**src/rtl/acc_alu_pkg.sv**
```systemverilog
// acc_alu_pkg: shared opcodes, FSM states
// and default width for the accumulator ALU.
package acc_alu_pkg;

    localparam int DEF_WIDTH = 7;

    localparam logic [3:0] OP_NOP  = 4'd0;
    localparam logic [3:0] OP_LOAD = 4'd1;
    localparam logic [3:0] OP_ADC  = 4'd2;
    localparam logic [3:0] OP_SUB  = 4'd3;
    localparam logic [3:0] OP_AND  = 4'd4;
    localparam logic [3:0] OP_OR   = 4'd5;
    localparam logic [3:0] OP_XOR  = 4'd6;
    localparam logic [3:0] OP_RLC  = 4'd7;
    localparam logic [3:0] OP_RRC  = 4'd8;
    localparam logic [3:0] OP_CLC  = 4'd9;
    localparam logic [3:0] OP_MUL  = 4'd10;

    typedef enum logic {
        ST_IDLE = 1'b0,
        ST_MUL  = 1'b1
    } state_t;

endpackage

```
**src/rtl/acc_alu_mul_iter.sv**
```systemverilog
// acc_alu_mul_iter: shift-add multiplier,
// one partial-product step per enabled cycle.
module acc_alu_mul_iter
    import acc_alu_pkg::*;
#(
    parameter int WIDTH = DEF_WIDTH
) (
    input  logic               clk,
    input  logic               rst_n,
    input  logic               ena,
    input  logic               start,
    input  logic [WIDTH-1:0]   mcand,
    input  logic [WIDTH-1:0]   mplier,
    output logic               busy,
    output logic               done,
    output logic [2*WIDTH-1:0] prod_nxt
);

    localparam int CW = $clog2(WIDTH + 1);

    logic [2*WIDTH-1:0] mcand_q;
    logic [2*WIDTH-1:0] prod_q;
    logic [WIDTH-1:0]   mplier_q;
    logic [CW-1:0]      cnt_q;

    assign busy = (cnt_q != '0);
    // done: the coming enabled edge is the last step
    assign done = (cnt_q == CW'(1));

    // Partial product after the current step
    always_comb begin
        prod_nxt = prod_q;
        if (mplier_q[0])
            prod_nxt = prod_q + mcand_q;
    end

    // Operand latch on start, then shift-add
    always_ff @(posedge clk or negedge rst_n) begin
        if (!rst_n) begin
            mcand_q  <= '0;
            mplier_q <= '0;
            prod_q   <= '0;
            cnt_q    <= '0;
        end else if (ena) begin
            if (start) begin
                mcand_q  <= {{WIDTH{1'b0}}, mcand};
                mplier_q <= mplier;
                prod_q   <= '0;
                cnt_q    <= CW'(WIDTH);
            end else if (busy) begin
                prod_q   <= prod_nxt;
                mcand_q  <= mcand_q << 1;
                mplier_q <= mplier_q >> 1;
                cnt_q    <= cnt_q - CW'(1);
            end
        end
    end

endmodule

```
**src/rtl/acc_alu_seq.sv**
```systemverilog
// acc_alu_seq: accumulator ALU with flags,
// valid/ready handshake and optional iterative MUL.
module acc_alu_seq
    import acc_alu_pkg::*;
#(
    parameter int WIDTH  = DEF_WIDTH,
    parameter bit MUL_EN = 1'b1
) (
    input  logic             clk,
    input  logic             rst_n,
    input  logic             ena,
    input  logic [WIDTH-1:0] operand,
    input  logic [3:0]       opcode,
    input  logic             op_valid,
    output logic             op_ready,
    output logic [WIDTH-1:0] accu,
    output logic             carry,
    output logic             zero,
    output logic             ovf,
    output logic             done
);

    localparam int M = WIDTH - 1;

    state_t state_q, state_d;

    logic               accept;
    logic               is_mul;
    logic               mul_start;
    logic               mul_busy;
    logic               mul_done;
    logic               mul_fin;
    logic [2*WIDTH-1:0] mul_prod;

    logic [WIDTH-1:0] acc_d;
    logic             c_d, z_d, v_d;
    logic             wr, done_d;
    logic [WIDTH:0]   sum, dif;

    assign accept    = ena & op_valid & op_ready;
    assign is_mul    = MUL_EN && (opcode == OP_MUL);
    assign mul_start = accept & is_mul;
    assign mul_fin   = ena & mul_busy & mul_done;

    generate
        if (MUL_EN) begin : g_mul
            acc_alu_mul_iter #(
                .WIDTH (WIDTH)
            ) u_mul (
                .clk      (clk),
                .rst_n    (rst_n),
                .ena      (ena),
                .start    (mul_start),
                .mcand    (accu),
                .mplier   (operand),
                .busy     (mul_busy),
                .done     (mul_done),
                .prod_nxt (mul_prod)
            );
        end else begin : g_nomul
            assign mul_busy = 1'b0;
            assign mul_done = 1'b0;
            assign mul_prod = '0;
        end
    endgenerate

    // FSM state register
    always_ff @(posedge clk or negedge rst_n) begin
        if (!rst_n)
            state_q <= ST_IDLE;
        else if (ena)
            state_q <= state_d;
    end

    // Next state and ready
    always_comb begin
        state_d  = state_q;
        op_ready = (state_q == ST_IDLE);
        unique case (state_q)
            ST_IDLE: if (mul_start) state_d = ST_MUL;
            ST_MUL:  if (mul_fin)   state_d = ST_IDLE;
            default: state_d = ST_IDLE;
        endcase
    end

    // Opcode decode and flag rules
    always_comb begin
        sum = {1'b0, accu} + {1'b0, operand}
            + {{WIDTH{1'b0}}, carry};
        dif = {1'b0, accu} - {1'b0, operand};
        acc_d  = accu;
        c_d    = carry;
        v_d    = ovf;
        wr     = 1'b0;
        done_d = mul_fin;
        if (accept && !is_mul) begin
            done_d = 1'b1;
            case (opcode)
                OP_LOAD: begin
                    acc_d = operand;
                    v_d   = 1'b0;
                    wr    = 1'b1;
                end
                OP_ADC: begin
                    {c_d, acc_d} = sum;
                    v_d = (accu[M] == operand[M])
                        && (sum[M] != accu[M]);
                    wr  = 1'b1;
                end
                OP_SUB: begin
                    {c_d, acc_d} = dif;
                    v_d = (accu[M] != operand[M])
                        && (dif[M] != accu[M]);
                    wr  = 1'b1;
                end
                OP_AND: begin
                    acc_d = accu & operand;
                    v_d   = 1'b0;
                    wr    = 1'b1;
                end
                OP_OR: begin
                    acc_d = accu | operand;
                    v_d   = 1'b0;
                    wr    = 1'b1;
                end
                OP_XOR: begin
                    acc_d = accu ^ operand;
                    v_d   = 1'b0;
                    wr    = 1'b1;
                end
                OP_RLC: begin
                    {c_d, acc_d} = {accu, carry};
                    wr = 1'b1;
                end
                OP_RRC: begin
                    {acc_d, c_d} = {carry, accu};
                    wr = 1'b1;
                end
                OP_CLC: c_d = 1'b0;
                default: ;
            endcase
        end
        if (mul_fin) begin
            acc_d = mul_prod[WIDTH-1:0];
            c_d   = |mul_prod[2*WIDTH-1:WIDTH];
            v_d   = 1'b0;
            wr    = 1'b1;
        end
        z_d = wr ? (acc_d == '0) : zero;
    end

    // Architectural state; ena low freezes it
    always_ff @(posedge clk or negedge rst_n) begin
        if (!rst_n) begin
            accu  <= '0;
            carry <= 1'b0;
            zero  <= 1'b0;
            ovf   <= 1'b0;
            done  <= 1'b0;
        end else if (ena) begin
            accu  <= acc_d;
            carry <= c_d;
            zero  <= z_d;
            ovf   <= v_d;
            done  <= done_d;
        end else begin
            done  <= 1'b0;
        end
    end

endmodule
```
**config.mk**
```make
export PLATFORM = sky130hd
export DESIGN_NAME = acc_alu_seq
export DESIGN_NICKNAME = d
export VERILOG_FILES = /design/src/rtl/acc_alu_pkg.sv /design/src/rtl/acc_alu_mul_iter.sv /design/src/rtl/acc_alu_seq.sv
export SDC_FILE = /design/constraint.sdc
export NUM_CORES = 1
export LEC_CHECK = 0
export CAP_MARGIN = 20
export CELL_PAD_IN_SITES_DETAIL_PLACEMENT = 1
export CELL_PAD_IN_SITES_GLOBAL_PLACEMENT = 2
export CORE_MARGIN = 2
export CORE_UTILIZATION = 40
export CTS_CLUSTER_DIAMETER = 60
export DETAILED_ROUTE_END_ITERATION = 16
export DONT_BUFFER_PORTS = 1
export HOLD_SLACK_MARGIN = 0.02
export PLACE_DENSITY = 0.92
export SLEW_MARGIN = 20
export SYNTH_ARGS = -nofsm -noshare
export SYNTH_HDL_FRONTEND = slang
export SYNTH_SLANG_ARGS = --single-unit
```
**constraint.sdc**
```tcl
create_clock -name clk -period 3.4 [get_ports clk]
set_input_delay 1.02 -clock clk [delete_from_list [all_inputs] [get_ports clk]]
set_output_delay 1.02 -clock clk [all_outputs]
set_load 0.05 [all_outputs]
```
==> flow_summary.yaml, run 1 <==
grt:
  busiest_layer: "met2"
  antenna_found_initial: 0
  grt_pass1_vias: 4161
  grt_util_met1_pct: 31.29
  gr-total-overflow: 0
  met2_usage_pct: 42.81
  gr-usage-all-layers_pct: 24.66
  gr-usage-met3_pct: 3.571
  grt_max_degree: 51
  grt_pass1_wl_um: 22340
sta:
  finalSetupViolCount: 0
  hold_viol_final: 0
  maxSlewViolCount: 0
  maxSlewHeadroom_pct: 35.36
  finalWorstSetupSlack_ns: 0.1145
  period_share_pct: 96.63
  totalNegativeSetupSlack_ns: 0
  rsz0062_at_grt: "false"
  worst_pin_slew_ns: 0.9595
  max_freq_mhz: 304.4
  period_minus_slack_ns: 3.285
  fin_skew_ns: 0.01478
critical_path:
  crit_type: "in -> reg"
  end_kind: "flop"
  path_cells: "ha_1 -> inv_1 -> fa_1 -> xor2_1 -> nor2_1 -> a21oi_1 -> o31ai_1 -> a2111oi_0 -> o21ai_0 -> or3_1 -> o41ai_2"
  reg2regPathDepth: 12
  cp_slowest_stage_delay_ns: 0.52
  critPathArrivalTime_ns: 3.49
  critical_path.slowest_cell: "a2111oi_0"
  path_max_fanout: 5
  start_kind: "input port"
  required_ns: 3.61
logic_synthesis:
  yosys-top-cells-count: "nand2_1 (72), dfrtp_1 (50), ha_1 (39), o21ai_0 (34), nor2_1 (33)"
  yosys_warnings: 0
  syn_inst: 516
  yosysUniqueCellTypes: 65
  synth_area_leaders: "dfrtp_1 (29%), ha_1 (11%), nand2_1 (6.3%)"
  synth-async-reset-ratio_pct: 100.0
  synth-edff-count: 0
  synthMostInstantiatedCell: "nand2_1"
  synth_nets: 574
  ys_seq_area_share_pct: 29.23
  avgSynthCellArea_um2: 8.295
  yosys.area.top_type: "dfrtp_1"
  synth.cell_area_um2: 4280
  ys_ff_latch: 50
  synth_top_area_share_pct: 29.23
  synth_top_flop_cell: "dfrtp_1"
run:
  drv_cap: 0
layout:
  syn_to_final_growth_pct: 7.922
  stdcell_area_um2: 4619
  diodes: 0
  nets: 576
  drive_above_1_share_pct: 8.863
  utilization_pct: 44.55
route:
  viasPerCell: 6.041
  wl_per_cell_um: 21.06
  initialDrtViolationCount: 151
  wirelength_um: 13790
  drt-pass1-iter-count: 4
  drtAntennaViolNets: 0
  drc: 0
  vias: 3957
cts:
  cts-hold-fix-buffers: 0
  cts_setup_buffers: 0
  cts.htree.levels: 2
  cts-resized-gates: 0
  cts_inserted_buffers: 5
  clkTransAtPathRegs_ns: 0.11
  clockRootBuffer: "clkbuf_8"
  cts_tree: "done"
  clock-sinks: 50
  clockBufferDepth: 2
  clk_latency_ns: 0.32
place:
  gp_congestion: 0.9713
  numPortBuffers: 0
  dp_hpwl_um: 10220
  post_dp_cell_area_um2: 4502
  place_ws_ns: -0.1134
pwr:
  p_leak_nw: 2.187
  finalPower_mw: 1.143
  p_switching_uw: 284.5
  powerDensity_nw_per_um2: 247.4
  p_seq_share_pct: 52.0
  p_sw_share_pct: 24.89
  clockPowerShare_pct: 40.0
  power.internal_uw: 858.5
  p_comb_share_pct: 8.0
  ir_drop_mv: 0.1631
floorplanning:
  core_um2: 10370
  floorplan.die.width_um: 107.4
  die_h_um: 107.4
  pin_count: 27
  rows: 37
  start_util_pct: 41.28
  fp.dieArea_um2: 11540
worst_hold_path:
  hp-class: "in -> async"
run_status:
  status: "finished clean"
==> cell families after synthesis <==
family,count (synthesis),share of synthesized area (%)
and+or+nand+nor,175,19.47
AOI/OAI and AO/OA,156,24.50
buffers and inverters,58,5.437
DFF,50,29.23
adders and majority gates,43,13.27
xor gates and xnor gates,17,3.478
muxes,17,4.618
==> metal layers <==
layer	vias up	share of wire, %
met2	67	49
met4	0	3.2
met5	-	0
met1	2003	44
li1	1865	-
met3	22	3.5
==> final cells by class <==
class,count,area [um^2]
Clock inverter,3,48.80
Fill cell,1285,5751
Multi-Input combinational cell,408,2806
Clock buffer,5,68.82
Inverter,33,123.9
Tap cell,136,170.2
Sequential cell,50,1251
Timing Repair Buffer,20,150.1
==> critical path: cells and delay by family <==
| family | cells | cell delay (ns) |
|---|---|---|
| fa+ha+maj | 2 | 0.57 |
| buf+inv | 1 | 0.06 |
| compound gates | 5 | 1.20 |
| simple gates | 2 | 0.47 |
| xor+xnor | 1 | 0.18 |
==> path summary, 6_finish.rpt <==
check                                   startpoint                      end  slack, ns
max                                     operand[0]                     zero       0.11
max in group asynchronous                    rst_n                      ovf       2.91
min reg2reg                g_mul.u_mul.mplier_q[4]  g_mul.u_mul.mplier_q[3]       0.50
min                                          rst_n   g_mul.u_mul.prod_q[13]       0.38
min in group clk           g_mul.u_mul.mplier_q[4]  g_mul.u_mul.mplier_q[3]       0.50
max reg2reg                                accu[0]                     zero       0.18
==> power by group through the flow <==
| stage | logic [mW] | clock network, mW | registers, mW |
|---|---|---|---|
| final | 0.0916 | 0.457 | 0.594 |
| after global routing | 0.101 | 0.490 | 0.594 |
| after CTS | 0.0911 | 0.467 | 0.594 |
| after detailed placement | 0.0906 | 0 | 0.606 |
| after global placement | 0.0878 | 0 | 0.606 |
| after floorplan | 0.0842 | 0 | 0.606 |
==> layout by cell type, fill, tap and decap left out, types with 9 or more instances in the layout <==
| cell type | instances |
|---|---|
| a31oi_1 | 9 |
| buf_4 | 20 |
| nand2_1 | 72 |
| o21ai_0 | 33 |
| nor2_1 | 33 |
| xnor2_1 | 13 |
| nor3_1 | 20 |
| a21oi_1 | 30 |
| mux2i_1 | 13 |
| nand3_1 | 11 |
| dfrtp_1 | 50 |
| a22oi_1 | 14 |
| inv_1 | 32 |
| ha_1 | 39 |
==> stage by stage <==
step,hold slack [ns],instances
floorplan,0.4458,516
global placement,0.4568,647
detailed placement,0.4710,647
CTS,0.3751,655
global route,0.3650,655
finish,0.3835,655
==> state kept, by name, summed over array words and instances, names as in the netlist <==
register              flops
done                      1
g_mul.u_mul.mcand_q      14
carry                     1
g_mul.u_mul.prod_q       14
zero                      1
ovf                       1
state_q                   1
accu                      7
g_mul.u_mul.mplier_q      7
g_mul.u_mul.cnt_q         3
Note: power is estimated with default switching activity, not from simulation.
==> run 2, diff against run 1 <==
Settings changed: CORE_MARGIN 2 to default.
==> run 2 against run 1 <==
Against the previous run: sequential power about the same; combinational power increased by 2.5%; final cell count increased by 0.76%; register-to-register slack improved by 0.15 ns; design area up 0.70%; die area fell by 3.7%; worst hold slack better by 0.014 ns; critical path type unchanged.
==> flow_summary.yaml, run 2 (synthesized netlist as in run 1, its figures left out) <==
run_status:
  status: "finished clean"
grt:
  grt_pass1_wl_um: 21970
  grt_pass1_vias: 4172
  gr-usage-all-layers_pct: 24.99
  antenna_found_initial: 0
  gr-total-overflow: 0
  grt_max_degree: 51
sta:
  period_minus_slack_ns: 3.158
  totalNegativeSetupSlack_ns: 0
  fin_skew_ns: 0.006432
  worst_pin_slew_ns: 0.8721
  max_freq_mhz: 316.6
  hold_viol_final: 0
  rsz0062_at_grt: "false"
  maxSlewViolCount: 0
  finalSetupViolCount: 0
  maxSlewHeadroom_pct: 41.25
  period_share_pct: 92.89
floorplanning:
  rows: 37
  core_um2: 10370
  pin_count: 27
  die_h_um: 105.4
  floorplan.die.width_um: 105.4
  start_util_pct: 41.28
  fp.dieArea_um2: 11120
route:
  vias: 3994
  drtAntennaViolNets: 0
  viasPerCell: 6.052
  drt-pass1-iter-count: 4
  wirelength_um: 13340
  initialDrtViolationCount: 214
  wl_per_cell_um: 20.21
  drc: 0
layout:
  top_regs: "g_mul.u_mul.mcand_q (14), g_mul.u_mul.prod_q (14)"
  final_common_cell: "nand2_1"
  diodes: 0
  layout_common_cells: "nand2_1 (72), dfrtp_1 (50), ha_1 (39), nor2_1 (33), o21ai_0 (33)"
  nets: 581
  syn_to_final_growth_pct: 8.682
  stdcell_area_um2: 4652
  fillers: 1259
  seq_area_um2: 1251
  multiInputGateArea_um2: 2806
  drive_above_1_share_pct: 9.733
cts:
  clockRootBuffer: "clkbuf_8"
  cts-resized-gates: 0
  cts_setup_buffers: 0
  clk_latency_ns: 0.31
  cts_inserted_buffers: 5
  cts.htree.levels: 2
  clock-sinks: 50
  clkTransAtPathRegs_ns: 0.09
  cts_tree: "done"
  clockBufferDepth: 2
  cts-hold-fix-buffers: 0
critical_path:
  r2r-start: "g_mul.u_mul.prod_q[0]"
  path_cells: "fa_1 -> inv_1 -> fa_1 -> o21ai_1 -> a31o_2 -> nor3_1 -> a221o_1 -> a2111oi_0 -> a221oi_1 -> o41ai_2"
  crit_path_frequent_cell: "fa_1"
  critPathArrivalTime_ns: 3.37
  required_ns: 3.61
  reg2regPathDepth: 10
  end_kind: "flop"
  critical_path.slowest_cell: "a2111oi_0"
  r2r_setup_slack_ns: 0.33
  crit_type: "in -> reg"
  critPathLaunch: "operand[0]"
  r2r-end: "carry"
  cp_slowest_stage_delay_ns: 0.51
  start_kind: "input port"
  path_max_fanout: 5
pwr:
  powerDensity_nw_per_um2: 241.8
  p_leak_nw: 2.214
  ir_drop_mv: 0.1444
  finalPower_mw: 1.125
place:
  gp_congestion: 0.9293
  numPortBuffers: 0
  post_dp_cell_area_um2: 4539
  dp_hpwl_um: 10070
worst_hold_path:
  hp-class: "in -> async"
run:
  drv_cap: 0
## run 2: metrics by stage
| step | util, % | hold WS, ns | std cells | worst slack (ns) |
|---|---|---|---|---|
| after floorplan | - | 0.4458 | 516 | 0.2552 |
| final | 44.86 | 0.3974 | 660 | 0.2416 |
| after CTS | 44.86 | 0.3810 | 660 | 0.2578 |
| after detailed placement | 43.77 | 0.4637 | 652 | -0.04546 |
| after global placement | 43.77 | 0.4574 | 652 | 0.01632 |
| after global routing | 44.86 | 0.3778 | 660 | 0.04449 |
## run 2: worst max-delay path by stage
stage	to
CTS	zero
global route	g_mul.u_mul.prod_q[12]
finish	zero
floorplan	zero
global placement	zero
detailed placement	zero
## run 2: area by class of cell
class	count	share of cell area, %
Clock buffer	5	1.479
Clock inverter	3	0.9414
Inverter	33	2.663
Multi-Input combinational cell	408	60.33
Sequential cell	50	26.90
Tap cell	136	3.658
Timing Repair Buffer	25	4.034
## run 2: worst max-delay path, delay by kind of cell
kind	cells	cell delay (ns)
AND/OR/NAND/NOR	1	0.05
buffers and inverters	1	0.06
AO/OA/AOI/OAI	6	1.67
adder cells (fa/ha/maj)	2	0.57
## run 2: power breakdown
part / leakage (nW) / internal (mW) / switching [mW] / total [mW]
clock network: 0.0585 / 0.221 / 0.216 / 0.437
logic: 1.48 / 0.0409 / 0.0530 / 0.0939
registers: 0.678 / 0.594 / 0 / 0.594
total: 2.21 / 0.856 / 0.269 / 1.12
## run 2: routing by layer
metal  vias to the layer above  global-route usage [%]  wire length, um
met1                      2026                   32.21             6046
met5                         -                       0                0
li1                       1880                       -                -
met2                        72                   44.22             6589
met3                        16                   2.041              436
met4                         0                   7.746              267
